### config.mk
export PLATFORM = sky130hd
export DESIGN_NAME = fetch_unit
export DESIGN_NICKNAME = d
export VERILOG_FILES = /design/src/rtl/fetch_unit.sv
export SDC_FILE = /design/constraint.sdc
export NUM_CORES = 1
export LEC_CHECK = 0
export ABC_AREA = 0
export CAP_MARGIN = 10
export CELL_PAD_IN_SITES_DETAIL_PLACEMENT = 2
export CELL_PAD_IN_SITES_GLOBAL_PLACEMENT = 2
export CORE_AREA = 2 2 154 156
export CTS_BUF_LIST = sky130_fd_sc_hd__clkbuf_4 sky130_fd_sc_hd__clkbuf_8 sky130_fd_sc_hd__clkbuf_16
export CTS_CLUSTER_DIAMETER = 200
export CTS_CLUSTER_SIZE = 16
export DETAILED_ROUTE_END_ITERATION = 10
export DIE_AREA = 0 0 156 158
export PLACE_DENSITY_LB_ADDON = 0.1
export SYNTH_ARGS = -nofsm -noshare
export SYNTH_HDL_FRONTEND = slang
export SYNTH_SLANG_ARGS = --single-unit
### constraint.sdc
create_clock -name clk -period 10 [get_ports clk]
set_clock_uncertainty 0.15 [all_clocks]
set_input_delay 2 -clock clk [delete_from_list [all_inputs] [get_ports clk]]
set_output_delay 2 -clock clk [all_outputs]
set_load 0.02 [all_outputs]
### src/rtl/fetch_unit.sv
// ---------------------------------------------------------------------------
// fetch_unit
//
// Sequential instruction fetch front end. A PC register drives the
// instruction memory address (pc_o); the memory answers combinationally on
// instr_i. Each cycle the {pc, instr} pair is pushed into a small circular
// fetch queue whenever there is room (or room is being made by a pop this
// cycle), and the PC advances by PC_STEP. Decode drains the queue head
// through a valid/ready port. A redirect flushes the queue and restarts
// fetch at the target PC.
//
// Parameters
//   ADDRESS_WIDTH  PC / instruction-memory address width
//   DATA_WIDTH     instruction word width
//   RESET_PC       PC loaded by reset
//   PC_STEP        PC increment per sequential fetch (wraps modulo 2^AW)
//   DEPTH          fetch-queue entries, must be >= 2
//
// Ports
//   clk            clock, all state updates on the rising edge
//   rst            synchronous active-high reset
//   pc_o           current fetch PC (registered, no input-to-output path)
//   instr_i        instruction returned by the memory for pc_o
//   redirect_i     taken branch/jump: flush queue, refetch at redirect_pc_i
//   redirect_pc_i  redirect target, passed through unmodified
//   out_valid_o    queue head holds a valid entry
//   out_ready_i    decode accepts the head entry
//   out_pc_o       PC of the head entry
//   out_instr_o    instruction of the head entry
//
// Handshake: a transfer on the decode port happens on the rising edge where
// out_valid_o && out_ready_i. While out_valid_o is high and out_ready_i is
// low, out_pc_o/out_instr_o hold their values; out_valid_o never drops
// without a transfer except on redirect or reset.
// ---------------------------------------------------------------------------
module fetch_unit #(
  parameter int                         ADDRESS_WIDTH = 32,
  parameter int                         DATA_WIDTH    = 32,
  parameter logic [ADDRESS_WIDTH-1:0]   RESET_PC      = '0,
  parameter logic [ADDRESS_WIDTH-1:0]   PC_STEP       = ADDRESS_WIDTH'(4),
  parameter int                         DEPTH         = 2
) (
  input  logic                      clk,
  input  logic                      rst,
  output logic [ADDRESS_WIDTH-1:0]  pc_o,
  input  logic [DATA_WIDTH-1:0]     instr_i,
  input  logic                      redirect_i,
  input  logic [ADDRESS_WIDTH-1:0]  redirect_pc_i,
  output logic                      out_valid_o,
  input  logic                      out_ready_i,
  output logic [ADDRESS_WIDTH-1:0]  out_pc_o,
  output logic [DATA_WIDTH-1:0]     out_instr_o
);

  localparam int PTR_W = (DEPTH > 1) ? $clog2(DEPTH) : 1;
  localparam int CNT_W = $clog2(DEPTH + 1);

  localparam logic [PTR_W-1:0] PTR_LAST  = PTR_W'(DEPTH - 1);
  localparam logic [CNT_W-1:0] CNT_DEPTH = CNT_W'(DEPTH);

  // -------------------------------------------------------------------------
  // State
  // -------------------------------------------------------------------------
  logic [ADDRESS_WIDTH-1:0] pc_q,    pc_d;
  logic [PTR_W-1:0]         head_q,  head_d;
  logic [PTR_W-1:0]         tail_q,  tail_d;
  logic [CNT_W-1:0]         count_q, count_d;

  // Queue storage, one {pc, instr} pair per entry.
  logic [ADDRESS_WIDTH-1:0] ent_pc_q    [DEPTH];
  logic [DATA_WIDTH-1:0]    ent_instr_q [DEPTH];

  // -------------------------------------------------------------------------
  // Handshake decode
  // -------------------------------------------------------------------------
  logic pop;
  logic push;
  logic not_full;

  assign out_valid_o = (count_q != '0);
  assign not_full    = (count_q < CNT_DEPTH);
  assign pop         = out_valid_o && out_ready_i;
  // A full queue still accepts a push when the head leaves on the same
  // edge, which is what sustains one instruction per cycle.
  assign push        = !redirect_i && (not_full || pop);

  // -------------------------------------------------------------------------
  // Pointer helpers: circular increment modulo DEPTH (DEPTH need not be a
  // power of two, so wrap explicitly).
  // -------------------------------------------------------------------------
  function automatic logic [PTR_W-1:0] ptr_inc(input logic [PTR_W-1:0] p);
    if (p == PTR_LAST) begin
      ptr_inc = '0;
    end else begin
      ptr_inc = p + 1'b1;
    end
  endfunction

  // -------------------------------------------------------------------------
  // Next-state logic
  // -------------------------------------------------------------------------
  always_comb begin
    pc_d    = pc_q;
    head_d  = head_q;
    tail_d  = tail_q;
    count_d = count_q;

    if (redirect_i) begin
      // Redirect wins over any push/pop this cycle: everything in the queue
      // belongs to the wrong path.
      pc_d    = redirect_pc_i;
      head_d  = '0;
      tail_d  = '0;
      count_d = '0;
    end else begin
      if (push) begin
        pc_d   = pc_q + PC_STEP;  // modulo 2^ADDRESS_WIDTH by truncation
        tail_d = ptr_inc(tail_q);
      end
      if (pop) begin
        head_d = ptr_inc(head_q);
      end
      case ({push, pop})
        2'b10:   count_d = count_q + 1'b1;
        2'b01:   count_d = count_q - 1'b1;
        default: count_d = count_q;
      endcase
    end
  end

  // -------------------------------------------------------------------------
  // Registers
  // -------------------------------------------------------------------------
  always_ff @(posedge clk) begin
    if (rst) begin
      pc_q    <= RESET_PC;
      head_q  <= '0;
      tail_q  <= '0;
      count_q <= '0;
    end else begin
      pc_q    <= pc_d;
      head_q  <= head_d;
      tail_q  <= tail_d;
      count_q <= count_d;
    end
  end

  // Entry storage is cleared on reset so the head outputs read as zero
  // while the queue is empty after reset.
  always_ff @(posedge clk) begin
    if (rst) begin
      for (int i = 0; i < DEPTH; i++) begin
        ent_pc_q[i]    <= '0;
        ent_instr_q[i] <= '0;
      end
    end else if (push) begin
      ent_pc_q[tail_q]    <= pc_q;
      ent_instr_q[tail_q] <= instr_i;
    end
  end

  // -------------------------------------------------------------------------
  // Outputs
  // -------------------------------------------------------------------------
  assign pc_o        = pc_q;
  assign out_pc_o    = ent_pc_q[head_q];
  assign out_instr_o = ent_instr_q[head_q];

endmodule

==> results by group <==
Outcome
  • Status: completed

STA
  • Tmin final: 4.633 ns
  • Final Cycle Share: 0.4633
  • Max Slew Vio Count: 0
  • Worst-Margin Slew: 1.021 ns
  • Final Setup Violations: 0
  • Fin Setup TNS: 0 ns
  • Hold Slack: 0.4007 ns
  • Max frequency: 215.8 MHz
  • Relative slew margins: 0.3195
  • Worst Setup Slack, final: 5.367 ns
  • Fin. Hold Viols: 0
  • RSZ-0062 raised after global routing: no

Synth
  • Mapped Nets: 691
  • Synth Flop Type: edfxtp_1
  • FF+latch count, synth: 165
  • Synth Warn #: 0
  • Xor and xnor area share after synthesis: 0.01255
  • Avg Inst Size Synth: 12.36 um2
  • Compound-cell area share of the yosys netlist: 0.05901
  • Cell Area, Synth: 7676 um2
  • Post-Synth Adder-Cell Area: 0.003260
  • Post-synth ARST share: 0
  • Post-synthesis sequential area ratio: 0.5972
  • Post-Synthesis Cells: 621
  • Number of synthesized flops with an enable pin: 128
  • Largest family of logic cells by synthesized area: simple AND/OR/NAND/NOR gates
  • Synth unique cells: 50
  • Simple-Gate Fraction of Synth Area: 0.2034
  • Post-synthesis mux area share: 0.09650

Floorplanning
  • Height of the die: 158 um
  • Area of the core: 23,050 um2
  • Die width: 156 um
  • Row cnt: 56
  • Die footprint: 24,650 um2
  • # IOs: 165
  • Starting Density: 0.3330

Placed design
  • Pre-CTS setup slack: 4.926 ns
  • Final Wtd Congestion: 0.7235
  • I/O Buffers: 164
  • Final HPWL from detailed placement: 14,130 um
  • Placed inst area: 9557 um2

Final layout
  • Post-route cell area: 10,130 um2
  • Share of layout cells above drive strength 1: 0.1484
  • Commonest non-fill, non-tap cell in the layout: clkdlybuf4s50_1
  • Commonest cells after routing, fill and taps aside: clkdlybuf4s50_1, edfxtp_1, and2_1
  • NumNets Final: 832
  • Area delta synth->final: 31.95%

Setup path
  • Crit-path cells: mux2_2, clkdlybuf4s50_1
  • Worst Setup End Kind: primary output
  • Req. time, crit path: 7.85 ns
  • Crit path arrival time: 2.48 ns
  • CP Class: reg -> out
  • Startpoint Class: register
  • Crit path max fanout: 64
  • Slowest stage cell, crit path: dfxtp_4
  • Slowest stage delay, CP: 1.00 ns

Drt
  • DRT Pass-1 Iters: 7
  • Vias per cell: 5.131
  • DR DRC count: 0
  • DRT iter0 DRCs: 243
  • Post-route ant nets: 0
  • Via count: 5,470
  • Wire per inst: 20.76 um
  • Total Routed Length: 22,130 um

Clock tree
  • H-tree levels: 4
  • CTS Buffer Depth: 2
  • Clock sink count: 165
  • Cts-stage hold buffer count: 0
  • Clock root buffer: clkbuf_16
  • Insertion delay to the later sink of the worst-skew pair: 0.43 ns
  • CTS tree: done
  • Clock transition at path regs: 0.07 ns
  • Post-CTS Resized: 0
  • Postcts setup bufs: 0
  • Cts bufs inserted: 17

Min path
  • Hold Crit Class: reg -> reg

Power and ir drop
  • Total power: 1.680 mW
  • Leak Pwr: 3.589 nW
  • P per Cell Area: 165.9 nW/um2
  • Max VDD drop: 0.1012 mV

Run
  • MaxCap Viol Count: 0

Global route
  • GR Overflow Total: 0
  • Total GRT Usage: 0.1860
  • Initial antenna violation count: 1
  • First-pass GRT wire length: 34,550 um
  • Largest net degree at the start of global routing: 65
  • Vias in the first global route: 6,081
[area by class of cell]
class,count,area [um2]
sequential,165,4588
clock buffer,18,432.9
clock inverter,14,125.1
inverter,5,18.77
multi-input combinational,402,2900
fill,2314,12920
antenna,1,2.502
tap,290,362.8
timing repair buffer,171,1698
[Yosys cell counts, types with 5 or more instances]
cell type	n	area, um2
o21ai_0	9	45.04
nand2_1	18	67.56
edfxtp_1	128	3844
and2_1	127	794.5
or3_1	7	43.79
nor2b_1	5	31.28
nand4_1	11	68.82
and4_1	6	52.55
and3_1	5	31.28
nor4_1	8	50.05
xnor2_1	8	70.07
nand3_1	17	85.08
or4_1	10	75.07
clkbuf_1	42	157.7
mux2_2	64	720.7
a311oi_1	10	87.58
a211oi_1	9	67.56
inv_1	5	18.77
nor3_1	13	65.06
nor2_1	29	108.9
dfxtp_1	37	740.7
o31ai_1	8	60.06
[flip-flops by register name, indices dropped and copies added (netlist names), named ones only]
register / flops
ent_instr_q: 64
ent_pc_q: 64
pc_o: 32
count_q: 2
head_q: 1
tail_q: 1
[metrics by stage]
stage            util  cells
3_5_place_dp   0.4146   1032
2_1_floorplan       -    621
3_3_place_gp   0.4146   1032
5_1_grt        0.4394   1066
4_1_cts        0.4388   1064
6_report       0.4394   1066
[cells by family after synthesis]
kind of cell,Yosys count
AND/OR/NAND/NOR,266
flip-flops,165
multiplexers,66
AO/OA/AOI/OAI,57
buffers and inverters,54
XOR/XNOR,11
adder cells (fa/ha/maj),2
[worst max-delay path: cells and delay by family (launching register included)]
kind	cells	cell delay (ns)
buf+inv	1	0.59
mux	1	0.42
flops	1	1.00
[worst paths after layout]
| path | startpoint | to | slack, ns | cells past startpoint |
|---|---|---|---|---|
| setup / recovery | register | out_pc_o[16] | 5.37 | 2 |
| hold / removal | head_q$_SDFFE_PP0P_ | register | 0.40 | 2 |
| setup reg to reg | count_q[1]$_SDFFE_PP0P_ | ent_pc_q[0][13]$_SDFFCE_PN0P_ | 7.31 | 4 |
| hold reg to reg | head_q$_SDFFE_PP0P_ | register | 0.40 | 2 |
[per-layer routing]
layer  routed length, um  track usage  share of wire  vias up
met1                9838       0.2337           0.44     2769
met3                 688      0.03449          0.031       19
met5                   0            0              0        -
met2               11300       0.3266           0.51      111
li1                    -            -              -     2571
met4                 302      0.05636          0.014        0
[report_power, final]
| group | total (mW) | leakage, nW | internal [mW] | switching [mW] |
|---|---|---|---|---|
| clock network | 0.637 | 0.264 | 0.347 | 0.290 |
| logic | 0.227 | 1.66 | 0.113 | 0.113 |
| registers | 0.816 | 1.67 | 0.783 | 0.0331 |
No activity file was read; power rests on OpenSTA's default activity.
